--- src/rtl/prime_pkg.sv ---
// prime_pkg: definitions shared by the prime checker and the prime generator.
//   - width_of()  : operand width from WIDTH_LOG (WIDTH = 1 << WIDTH_LOG)
//   - ST_*        : 3-bit state encodings, plus the state_t enum built on them
//   - div_step()  : trial-divisor increment (plain odd sequence or 6k+-1 wheel)
package prime_pkg;

    localparam int DEF_WIDTH_LOG = 4;

    function automatic int width_of(input int width_log);
        return 1 << width_log;
    endfunction

    localparam logic [2:0] ST_READY    = 3'd0;
    localparam logic [2:0] ST_CHECK    = 3'd1;
    localparam logic [2:0] ST_WAIT_MOD = 3'd2;
    localparam logic [2:0] ST_ERROR    = 3'd3;

    typedef enum logic [2:0] {
        S_READY    = ST_READY,
        S_CHECK    = ST_CHECK,
        S_WAIT_MOD = ST_WAIT_MOD,
        S_ERROR    = ST_ERROR
    } state_t;

    // Step from the current divisor to the next one. The wheel phase toggles
    // once per step taken from 5 upward: 5(+2)7(+4)11(+2)13(+4)17 ...
    function automatic logic [2:0] div_step(input logic is_two, input logic is_three,
                                            input logic phase, input logic wheel);
        if (is_two)          return 3'd1;
        if (is_three)        return 3'd2;
        if (wheel && phase)  return 3'd4;
        return 3'd2;
    endfunction

endpackage

--- src/rtl/mod_unit.sv ---
// mod_unit: restoring shift-subtract remainder, one quotient bit per cycle.
//   clk, rst (async active-low)
//   start : load a/b and begin; a start while busy restarts the computation
//   a, b  : dividend / divisor (WIDTH bits)
//   done  : one-cycle pulse WIDTH cycles after the cycle start is sampled
//   error : one-cycle pulse the cycle after a start with b == 0
//   rem   : a mod b, valid while done is high
module mod_unit
    import prime_pkg::*;
#(
    parameter int WIDTH_LOG = DEF_WIDTH_LOG
) (
    input  logic                            clk,
    input  logic                            rst,
    input  logic                            start,
    input  logic [width_of(WIDTH_LOG)-1:0]  a,
    input  logic [width_of(WIDTH_LOG)-1:0]  b,
    output logic                            done,
    output logic                            error,
    output logic [width_of(WIDTH_LOG)-1:0]  rem
);

    localparam int WIDTH = width_of(WIDTH_LOG);

    logic [WIDTH-1:0]     sh;
    logic [WIDTH-1:0]     b_q;
    logic [WIDTH_LOG-1:0] cnt;
    logic                 busy;

    function automatic logic [WIDTH-1:0] rstep(input logic [WIDTH-1:0] r, input logic bi,
                                               input logic [WIDTH-1:0] d);
        logic [WIDTH:0] t;
        t = {r, bi};
        if (t >= {1'b0, d}) t = t - {1'b0, d};
        return t[WIDTH-1:0];
    endfunction

    // The first bit is consumed on the start edge itself so the final bit
    // lands WIDTH-1 edges later and done is visible exactly WIDTH cycles on.
    always_ff @(posedge clk or negedge rst) begin
        if (!rst) begin
            sh    <= '0;
            b_q   <= '0;
            rem   <= '0;
            cnt   <= '0;
            busy  <= 1'b0;
            done  <= 1'b0;
            error <= 1'b0;
        end else begin
            done  <= 1'b0;
            error <= 1'b0;
            if (start) begin
                if (b == '0) begin
                    error <= 1'b1;
                    busy  <= 1'b0;
                end else begin
                    b_q  <= b;
                    rem  <= rstep('0, a[WIDTH-1], b);
                    sh   <= a << 1;
                    cnt  <= WIDTH_LOG'(WIDTH - 1);
                    busy <= 1'b1;
                end
            end else if (busy) begin
                rem <= rstep(rem, sh[WIDTH-1], b_q);
                sh  <= sh << 1;
                cnt <= cnt - 1'b1;
                if (cnt == WIDTH_LOG'(1)) begin
                    busy <= 1'b0;
                    done <= 1'b1;
                end
            end
        end
    end

endmodule

--- src/rtl/prime_check.sv ---
// prime_check: sequential trial-division primality tester.
//   clk, rst (async active-low)
//   go       : 0->1 edge latches n and starts a test (also restarts mid-test)
//   n        : candidate, sampled only on the go edge
//   ready    : idle, results valid
//   error    : test aborted on a modulo sub-unit error (with ready)
//   is_prime : last tested n is prime
//   factor   : smallest divisor >= 2 (n itself when prime, 0 when n < 2)
// Build option: PRIME_CHECK_WHEEL_EN selects the 6k+-1 divisor wheel;
// results are identical either way, only latency changes.
module prime_check
    import prime_pkg::*;
#(
    parameter int WIDTH_LOG = DEF_WIDTH_LOG
) (
    input  logic                            clk,
    input  logic                            rst,
    input  logic                            go,
    input  logic [width_of(WIDTH_LOG)-1:0]  n,
    output logic                            ready,
    output logic                            error,
    output logic                            is_prime,
    output logic [width_of(WIDTH_LOG)-1:0]  factor
);

    localparam int WIDTH = width_of(WIDTH_LOG);
`ifdef PRIME_CHECK_WHEEL_EN
    localparam logic WHEEL = 1'b1;
`else
    localparam logic WHEEL = 1'b0;
`endif

    state_t           state, state_nx;
    logic [WIDTH-1:0] cand, cand_nx;
    logic [WIDTH-1:0] div, div_nx;
    logic [WIDTH+1:0] div_sq, div_sq_nx;   // two spare bits: never wraps past the last trial
    logic             phase, phase_nx;
    logic             go_prev;
    logic             is_prime_nx;
    logic [WIDTH-1:0] factor_nx;

    logic             go_edge;
    logic             mod_start, mod_done, mod_error;
    logic [WIDTH-1:0] mod_rem;
    logic [2:0]       step;
    logic [WIDTH+1:0] step_w;

    assign go_edge = go & ~go_prev;
    assign step    = div_step(div == WIDTH'(2), div == WIDTH'(3), phase, WHEEL);
    assign step_w  = (WIDTH+2)'(step);

    mod_unit #(.WIDTH_LOG(WIDTH_LOG)) u_mod (
        .clk   (clk),
        .rst   (rst),
        .start (mod_start),
        .a     (cand),
        .b     (div),
        .done  (mod_done),
        .error (mod_error),
        .rem   (mod_rem)
    );

    always_comb begin
        state_nx    = state;
        cand_nx     = cand;
        div_nx      = div;
        div_sq_nx   = div_sq;
        phase_nx    = phase;
        is_prime_nx = is_prime;
        factor_nx   = factor;
        mod_start   = 1'b0;
        // A new go edge wins over anything in flight; the stale mod_unit
        // result is ignored and the next CHECK restarts the unit.
        if (go_edge) begin
            cand_nx   = n;
            div_nx    = WIDTH'(2);
            div_sq_nx = (WIDTH+2)'(4);
            phase_nx  = 1'b0;
            state_nx  = S_CHECK;
        end else begin
            case (state)
                S_CHECK: begin
                    if (cand < WIDTH'(2)) begin
                        state_nx    = S_READY;
                        is_prime_nx = 1'b0;
                        factor_nx   = '0;
                    end else if (div_sq > {2'b00, cand}) begin
                        state_nx    = S_READY;
                        is_prime_nx = 1'b1;
                        factor_nx   = cand;
                    end else begin
                        mod_start = 1'b1;
                        state_nx  = S_WAIT_MOD;
                    end
                end
                S_WAIT_MOD: begin
                    if (mod_error) begin
                        state_nx = S_ERROR;
                    end else if (mod_done) begin
                        if (mod_rem == '0) begin
                            state_nx    = S_READY;
                            is_prime_nx = 1'b0;
                            factor_nx   = div;
                        end else begin
                            // (d+s)^2 = d^2 + 2sd + s^2
                            div_nx    = div + WIDTH'(step);
                            div_sq_nx = div_sq + ((step_w * {2'b00, div}) << 1) + step_w * step_w;
                            if (div >= WIDTH'(5)) phase_nx = ~phase;
                            state_nx  = S_CHECK;
                        end
                    end
                end
                default: ;
            endcase
        end
    end

    always_ff @(posedge clk or negedge rst) begin
        if (!rst) begin
            state    <= S_READY;
            cand     <= '0;
            div      <= '0;
            div_sq   <= '0;
            phase    <= 1'b0;
            go_prev  <= 1'b0;
            ready    <= 1'b1;
            error    <= 1'b0;
            is_prime <= 1'b0;
            factor   <= '0;
        end else begin
            state    <= state_nx;
            cand     <= cand_nx;
            div      <= div_nx;
            div_sq   <= div_sq_nx;
            phase    <= phase_nx;
            go_prev  <= go;
            ready    <= (state_nx == S_READY) || (state_nx == S_ERROR);
            error    <= (state_nx == S_ERROR);
            is_prime <= is_prime_nx;
            factor   <= factor_nx;
        end
    end

endmodule

--- config.mk ---
export PLATFORM = sky130hd
export DESIGN_NAME = prime_check
export DESIGN_NICKNAME = d
export VERILOG_FILES = /design/src/rtl/prime_pkg.sv /design/src/rtl/mod_unit.sv /design/src/rtl/prime_check.sv
export SDC_FILE = /design/constraint.sdc
export NUM_CORES = 1
export LEC_CHECK = 0
export BUFFER_PORTS_ARGS = -buffer_cell sky130_fd_sc_hd__buf_2
export CORE_UTILIZATION = 45
export CTS_BUF_LIST = sky130_fd_sc_hd__clkbuf_4 sky130_fd_sc_hd__clkbuf_8
export DETAILED_ROUTE_END_ITERATION = 10
export PLACE_DENSITY = 0.62
export SYNTH_ARGS = -nofsm -noshare
export SYNTH_HDL_FRONTEND = slang
export SYNTH_SLANG_ARGS = --single-unit
--- constraint.sdc ---
create_clock -name clk -period 9.76 [get_ports clk]
set_clock_uncertainty 0.1 [all_clocks]
set_input_delay 1.464 -clock clk [delete_from_list [all_inputs] [get_ports clk]]
set_output_delay 1.464 -clock clk [all_outputs]
set_load 0.03 [all_outputs]
# Word level (Yosys, flattened, before mapping)
# Cells that the tools add are included.
dict set report word_totals {
  rom_bits 0
  register_bits 128
  inputBits 19
  out_inout_bits 19
  ram_bits 0
  latchBits 0
  memories 0
}
dict set report classes {
  div 0
  n_bitwise 4
  n_reduce_logical 12
  shifts 0
  addsub 6
  n_eq_ne 13
  multipliers 2
  n_mux 60
  order_cmp 4
}
# op n
set ops {}
lappend ops {{$mux W16} 18}
lappend ops {{$mux W18} 5}
lappend ops {{$eq A16 B2 Y1 const B} 2}
lappend ops {{$logic_not A16 Y1} 2}
lappend ops {{$pmux W16 S2} 1}
lappend ops {{$mux W1} 22}
lappend ops {{$mux W3} 7}
lappend ops {{$add A18 B18 Y18} 1}
lappend ops {{$add A18 B6 Y18} 1}
lappend ops {{$gt A18 B16 Y1} 1}
lappend ops {{$ge A17 B16 Y1} 1}
lappend ops {{$mul A3 B16 Y17} 1}
lappend ops {{$add A16 B3 Y16} 1}
lappend ops {{$ge A1 B16 Y1} 1}
lappend ops {{$lt A16 B2 Y1 const B} 1}
lappend ops {{$sub A1 B16 Y16} 1}
lappend ops {{$sub A16 B16 Y16} 1}
lappend ops {{$mux W4} 3}
lappend ops {{$ne A2 B2 Y1 const B} 5}
lappend ops {{$reduce_bool A2 Y1} 4}
lappend ops {{$eq A3 B2 Y1 const B} 2}
lappend ops {{$mul A3 B3 Y6} 1}
lappend ops {{$pmux W3 S2} 1}
lappend ops {{$reduce_and A6 Y1} 1}
lappend ops {{other kinds (13)} 17}

# Depth between registers and ports, before layout
dict set report depth {
  depth_word 13
  ltp_mapped 27
  ltp_nobuf 26
}

# Hierarchy
# A second synthesis with hierarchy kept.
dict set report hier_totals {
  hier_cells 979
  hier_area_um2 8897.3
}
# mod area_each_um2 instances seq_area_each_um2 cells_per_inst
set by_module_without_submodules {}
lappend by_module_without_submodules {prime_check 5437.7 1 1828.0 612}
lappend by_module_without_submodules {mod_unit 3459.6 1 1351.3 367}

# Worst setup path after synthesis
# No wires, ideal clock.
dict set report synth_path {
  path_type {reg2reg}
  from {register div[12]}
  to {register div_sq[17]}
  stages_incl_launch_ff 26
  path_slack_ns 4.619
  path_buffers 0
  arrival_ns 4.947
  path_cell_list {dfrtp_1 > nor4_1 > nand3_1 > nor2_1 > nand2_1 > nor2_1 > nand2_1 > ha_1 > and2_1 > ha_1 > fa_1 > a211oi_1 > nor2_1 > nor4_1 > o31a_1 > nor2b_1 > xnor2_1 > ha_1 > ha_1 > nand4_1 > o22ai_1 > a211o_1 > a21oi_1 > xnor2_1 > nor3b_1 > a211oi_1}
}
dict set report synth_between {
  elab_chain_len 13
  elab_cells_between_ends 17
  cone_classes {add/sub: 2; mul: 2; eq/ne: 2; mux: 11}
}
# item line
set synth_lines {}
lappend synth_lines {{start: declaration} prime_check.sv:35} ;# logic [WIDTH-1:0] div, div_nx;
lappend synth_lines {{start signal: assignment} prime_check.sv:133} ;# div <= div_nx;
lappend synth_lines {{$eq A16 B2 Y1} prime_check.sv:49} ;# assign step = div_step(div == WIDTH'(2), div == WIDTH'(3), phase, WHEEL);
lappend synth_lines {{$mux W1 (2 in series)} prime_pkg.sv:30} ;# if (is_three) return 3'd2;
lappend synth_lines {{$mux W3} prime_pkg.sv:31} ;# if (wheel && phase) return 3'd4;
lappend synth_lines {{$mux W3} prime_pkg.sv:30}
lappend synth_lines {{$mul A3 B16 Y17} prime_check.sv:107} ;# div_sq_nx = div_sq + ((step_w * {2'b00, div}) << 1) + step_w * step_w;
lappend synth_lines {{$add A18 B18 Y18} prime_check.sv:107}
lappend synth_lines {{$add A18 B6 Y18 (*)} prime_check.sv:107}
lappend synth_lines {{$mux W18 (*)} prime_check.sv:100} ;# if (mod_rem == '0) begin
lappend synth_lines {{$mux W18 (*)} prime_check.sv:99} ;# end else if (mod_done) begin
lappend synth_lines {{$mux W18 (*)} prime_check.sv:97} ;# if (mod_error) begin
lappend synth_lines {{$mux W18 (*)} prime_check.sv:81} ;# case (state)
lappend synth_lines {{$mux W18 (*)} prime_check.sv:74} ;# if (go_edge) begin
lappend synth_lines {{end signal: assignment} prime_check.sv:134} ;# div_sq <= div_sq_nx;
lappend synth_lines {{end: declaration} prime_check.sv:36} ;# logic [WIDTH+1:0] div_sq, div_sq_nx;
# Every way passes the cells marked *; elsewhere a longest branch is shown, timed or not. The select of a mux whose other input is x is not followed.
# A chain may end at the register's enable or synchronous reset.

# Worst setup path after layout
# Same ends and word-level chain as after synthesis.

==> metrics <==
max_cap viols=0; setup TNS=0 ns; Non-Filler Instances=1227; IO Pins=38; power per cell area=approximately 240 nW/µm²; Unique masters post-synth=about 70; Worst-path clk slew=approximately 0.08 ns; WS Path Type=reg -> reg; Multi-input gate area=5066 µm²; fillers=around 1800; normalized max-slew margin=around 22%; total routed wirelength=approximately 21 mm; crit path time final=6.036 ns; register area=3179 µm²; Design Power=between 2 and 2.5 mW; CTS tree=done; die width=140.6 µm; vias in the first global route=between 6000 and 7000; DP HPWL=around 15 mm; final max-slew violation count=0; CTS Root Cell=clkbuf_8; Sink Count=~130; die footprint=between 15000 and 20000 µm²; Min-Delay Path Class=reg -> reg; Critical Path AT=around 6.3 ns; Worst Setup Start Kind=flip-flop; area grow syn2layout=8.959%; Crit path required time=10.04 ns; Final Util=50.19%; Max clock buf depth=2; worst skew pair latency=0.46 ns; Synth area leader=dfrtp_1; row count=50; Die H=approximately 140 µm; core area=18770 µm²; final worst-path cycle share=61.84%; final hold viol count=0; first-pass GRT wire length=~35 mm; Vias/cell=about 5.6; Hold Buf Count CTS=0; Mapped Area=approximately 8600 µm²; top_reg_cell synth=dfrtp_1; Inserted Clock Buffers=17; # Post-CTS Setup Buffers=0; reg2reg setup slack=around 3.7 ns; synthesis-stage register bit count=roughly 130; Placed Cells=around 1200; Gate Count Post-Synth=954; H-tree depth=4; DRT Pass-1 Iters=5; drt drc=0; share of cells above drive strength 1=around an eighth; via count=6813; Diodes inserted=0; Static Leak=between 4 and 5 nW; Post-DP Area=between 9000 and 10000 µm²; crit path max fanout=7; antenna violations before repair=0; Final Setup Violations=0; Synth warnings=0; EDFF count, synth=0; Port Buf Inserts=37; Final nets=between 1000 and 1500; pin count of the biggest net entering global routing=between 60 and 70; sequential area share after synthesis=a little under two fifths; Synth top area share=36.47%; Initial Util=between 40% and 50%; ranking of synthesized cells by area=dfrtp_1, ha_1, nand2_1; RSZ-0062 raised after global routing=no; worst-margin pin slew=1.163 ns; cells on worst reg2reg path=25; GRT Util Overall=approximately 23%; wire per inst=between 15 and 20 µm; Resize count post-CTS=0; post-route cell area=approximately 9400 µm²; DRT iter0 DRCs=about 440; status=completed; average cell area after synthesis=about 9 µm²; Hold Path Stages=2; peak supply drop=121.2 µV; grt ovf=0; Critical Path End Type=flip-flop; final antenna-violating net count=0; Synth async-reset ratio=100.0%; max frequency=between 150 and 200 MHz; GP Congestion=between 0.8 and 0.9
## report_power, final
group,switching (mW),internal [mW]
Clock,0.224,0.265
Sequential,0.109,0.647
Combinational,0.599,0.420
Total,0.931,1.33
## flip-flops by register name (all words and copies together) (netlist names), 3 cells and up
| name | cells |
|---|---|
| div_sq | 18 |
| cand | 16 |
| div | 16 |
| factor | 16 |
| u_mod.b_q | 16 |
| u_mod.rem | 16 |
| u_mod.sh | 15 |
| u_mod.cnt | 4 |
| state | 3 |
## stage by stage
stage          hold slack [ns]  worst slack (ns)
2_1_floorplan           0.3503             4.619
3_3_place_gp            0.3593             3.926
3_5_place_dp            0.3634             3.777
4_1_cts                 0.3807             3.743
5_1_grt                 0.3954             3.113
6_report                0.3767             3.724
## worst paths after layout
check / from / to
max: div[12] / div_sq[17]
min: u_mod.sh[7] / u_mod.sh[7]
max reg2reg: div[12] / div_sq[17]
min reg2reg: u_mod.sh[7] / u_mod.sh[7]
max in group asynchronous: rst / u_mod.rem[10]
min in group asynchronous: rst / u_mod.sh[4]
## final cells by class
cell class	instances	area share [%]
clock buffers	20	2.856
clock inverters	10	1.474
inverters	60	2.391
multi-input cells	731	53.79
flip-flops and latches	127	33.75
well taps	234	3.108
repair buffers	45	2.630
## critical path: stages (launching register included)
cell and delay (ns):
dfrtp_1 0.46, nor4_1 0.37, nand3_1 0.15, nor2_1 0.20, nand2_1 0.16, nor2_1 0.31
nand2_1 0.26, ha_1 0.26, and2_1 0.13, ha_1 0.20, fa_1 0.42, a211oi_1 0.25
nor2_1 0.11, nor4_1 0.27, o31a_1 0.21, nor2b_1 0.16, xnor2_1 0.14, ha_1 0.25
ha_1 0.37, nand4_1 0.16, o22ai_1 0.09, a211o_1 0.27, a21oi_1 0.20, xnor2_1 0.16
nor3b_1 0.07, a211oi_1 0.19
## cell families (layout without fill, tap and decap cells)
| family | count (synthesis) | after routing | share of synthesized area [%] |
|---|---|---|---|
| adder cells (fa/ha/maj) | 91 | 91 | 13.69 |
| buffers and inverters | 109 | 135 | 5.442 |
| flip-flops | 127 | 127 | 36.78 |
| other | 1 | 14 | 0.04338 |
| AO/OA/AOI/OAI | 231 | 231 | 17.37 |
| multiplexers | 42 | 42 | 4.878 |
| AND/OR/NAND/NOR | 306 | 306 | 17.04 |
| XOR/XNOR | 47 | 47 | 4.762 |
## synthesized netlist by cell type (12+ instances only)
| cell | number |
|---|---|
| nand3_1 | 19 |
| clkbuf_1 | 37 |
| inv_1 | 60 |
| nand4_1 | 13 |
| nor4_1 | 13 |
| nor3_1 | 15 |
| o22a_1 | 12 |
| mux2i_1 | 41 |
| xnor2_1 | 31 |
| o21ai_0 | 76 |
| nor2_1 | 62 |
| o21ai_2 | 18 |
| a21oi_1 | 49 |
| xor2_1 | 16 |
| nand2_1 | 119 |
| dfrtp_1 | 126 |
| ha_1 | 85 |
## routing by layer
layer  vias to the layer above  track usage (%)  routed length, µm
met5                         -                0                  0
met4                         0            6.751                263
met3                        20            3.974                649
met2                       117            37.55              10040
met1                      3276            31.68              10340
li1                       3400                -                  -
## cell usage in the layout (no fill, tap or decap), types with 6 or more instances in the layout
master and n:
a211oi_1 9, a21o_1 11, a21oi_1 49, a31oi_1 7, and2_1 6, and3_1 7, buf_2 36, buf_4 9
clkbuf_8 19, conb_1 14, dfrtp_1 126, fa_1 6, ha_1 85, inv_1 60, mux2i_1 41, nand2_1 119
nand2_2 6, nand3_1 19, nand4_1 13, nor2_1 62, nor2b_1 10, nor3_1 15, nor4_1 13, o211ai_1 6
o21ai_0 76, o21ai_2 18, o22a_1 12, or3_1 8, xnor2_1 31, xor2_1 16
Note: power is estimated with default switching activity, not from simulation.
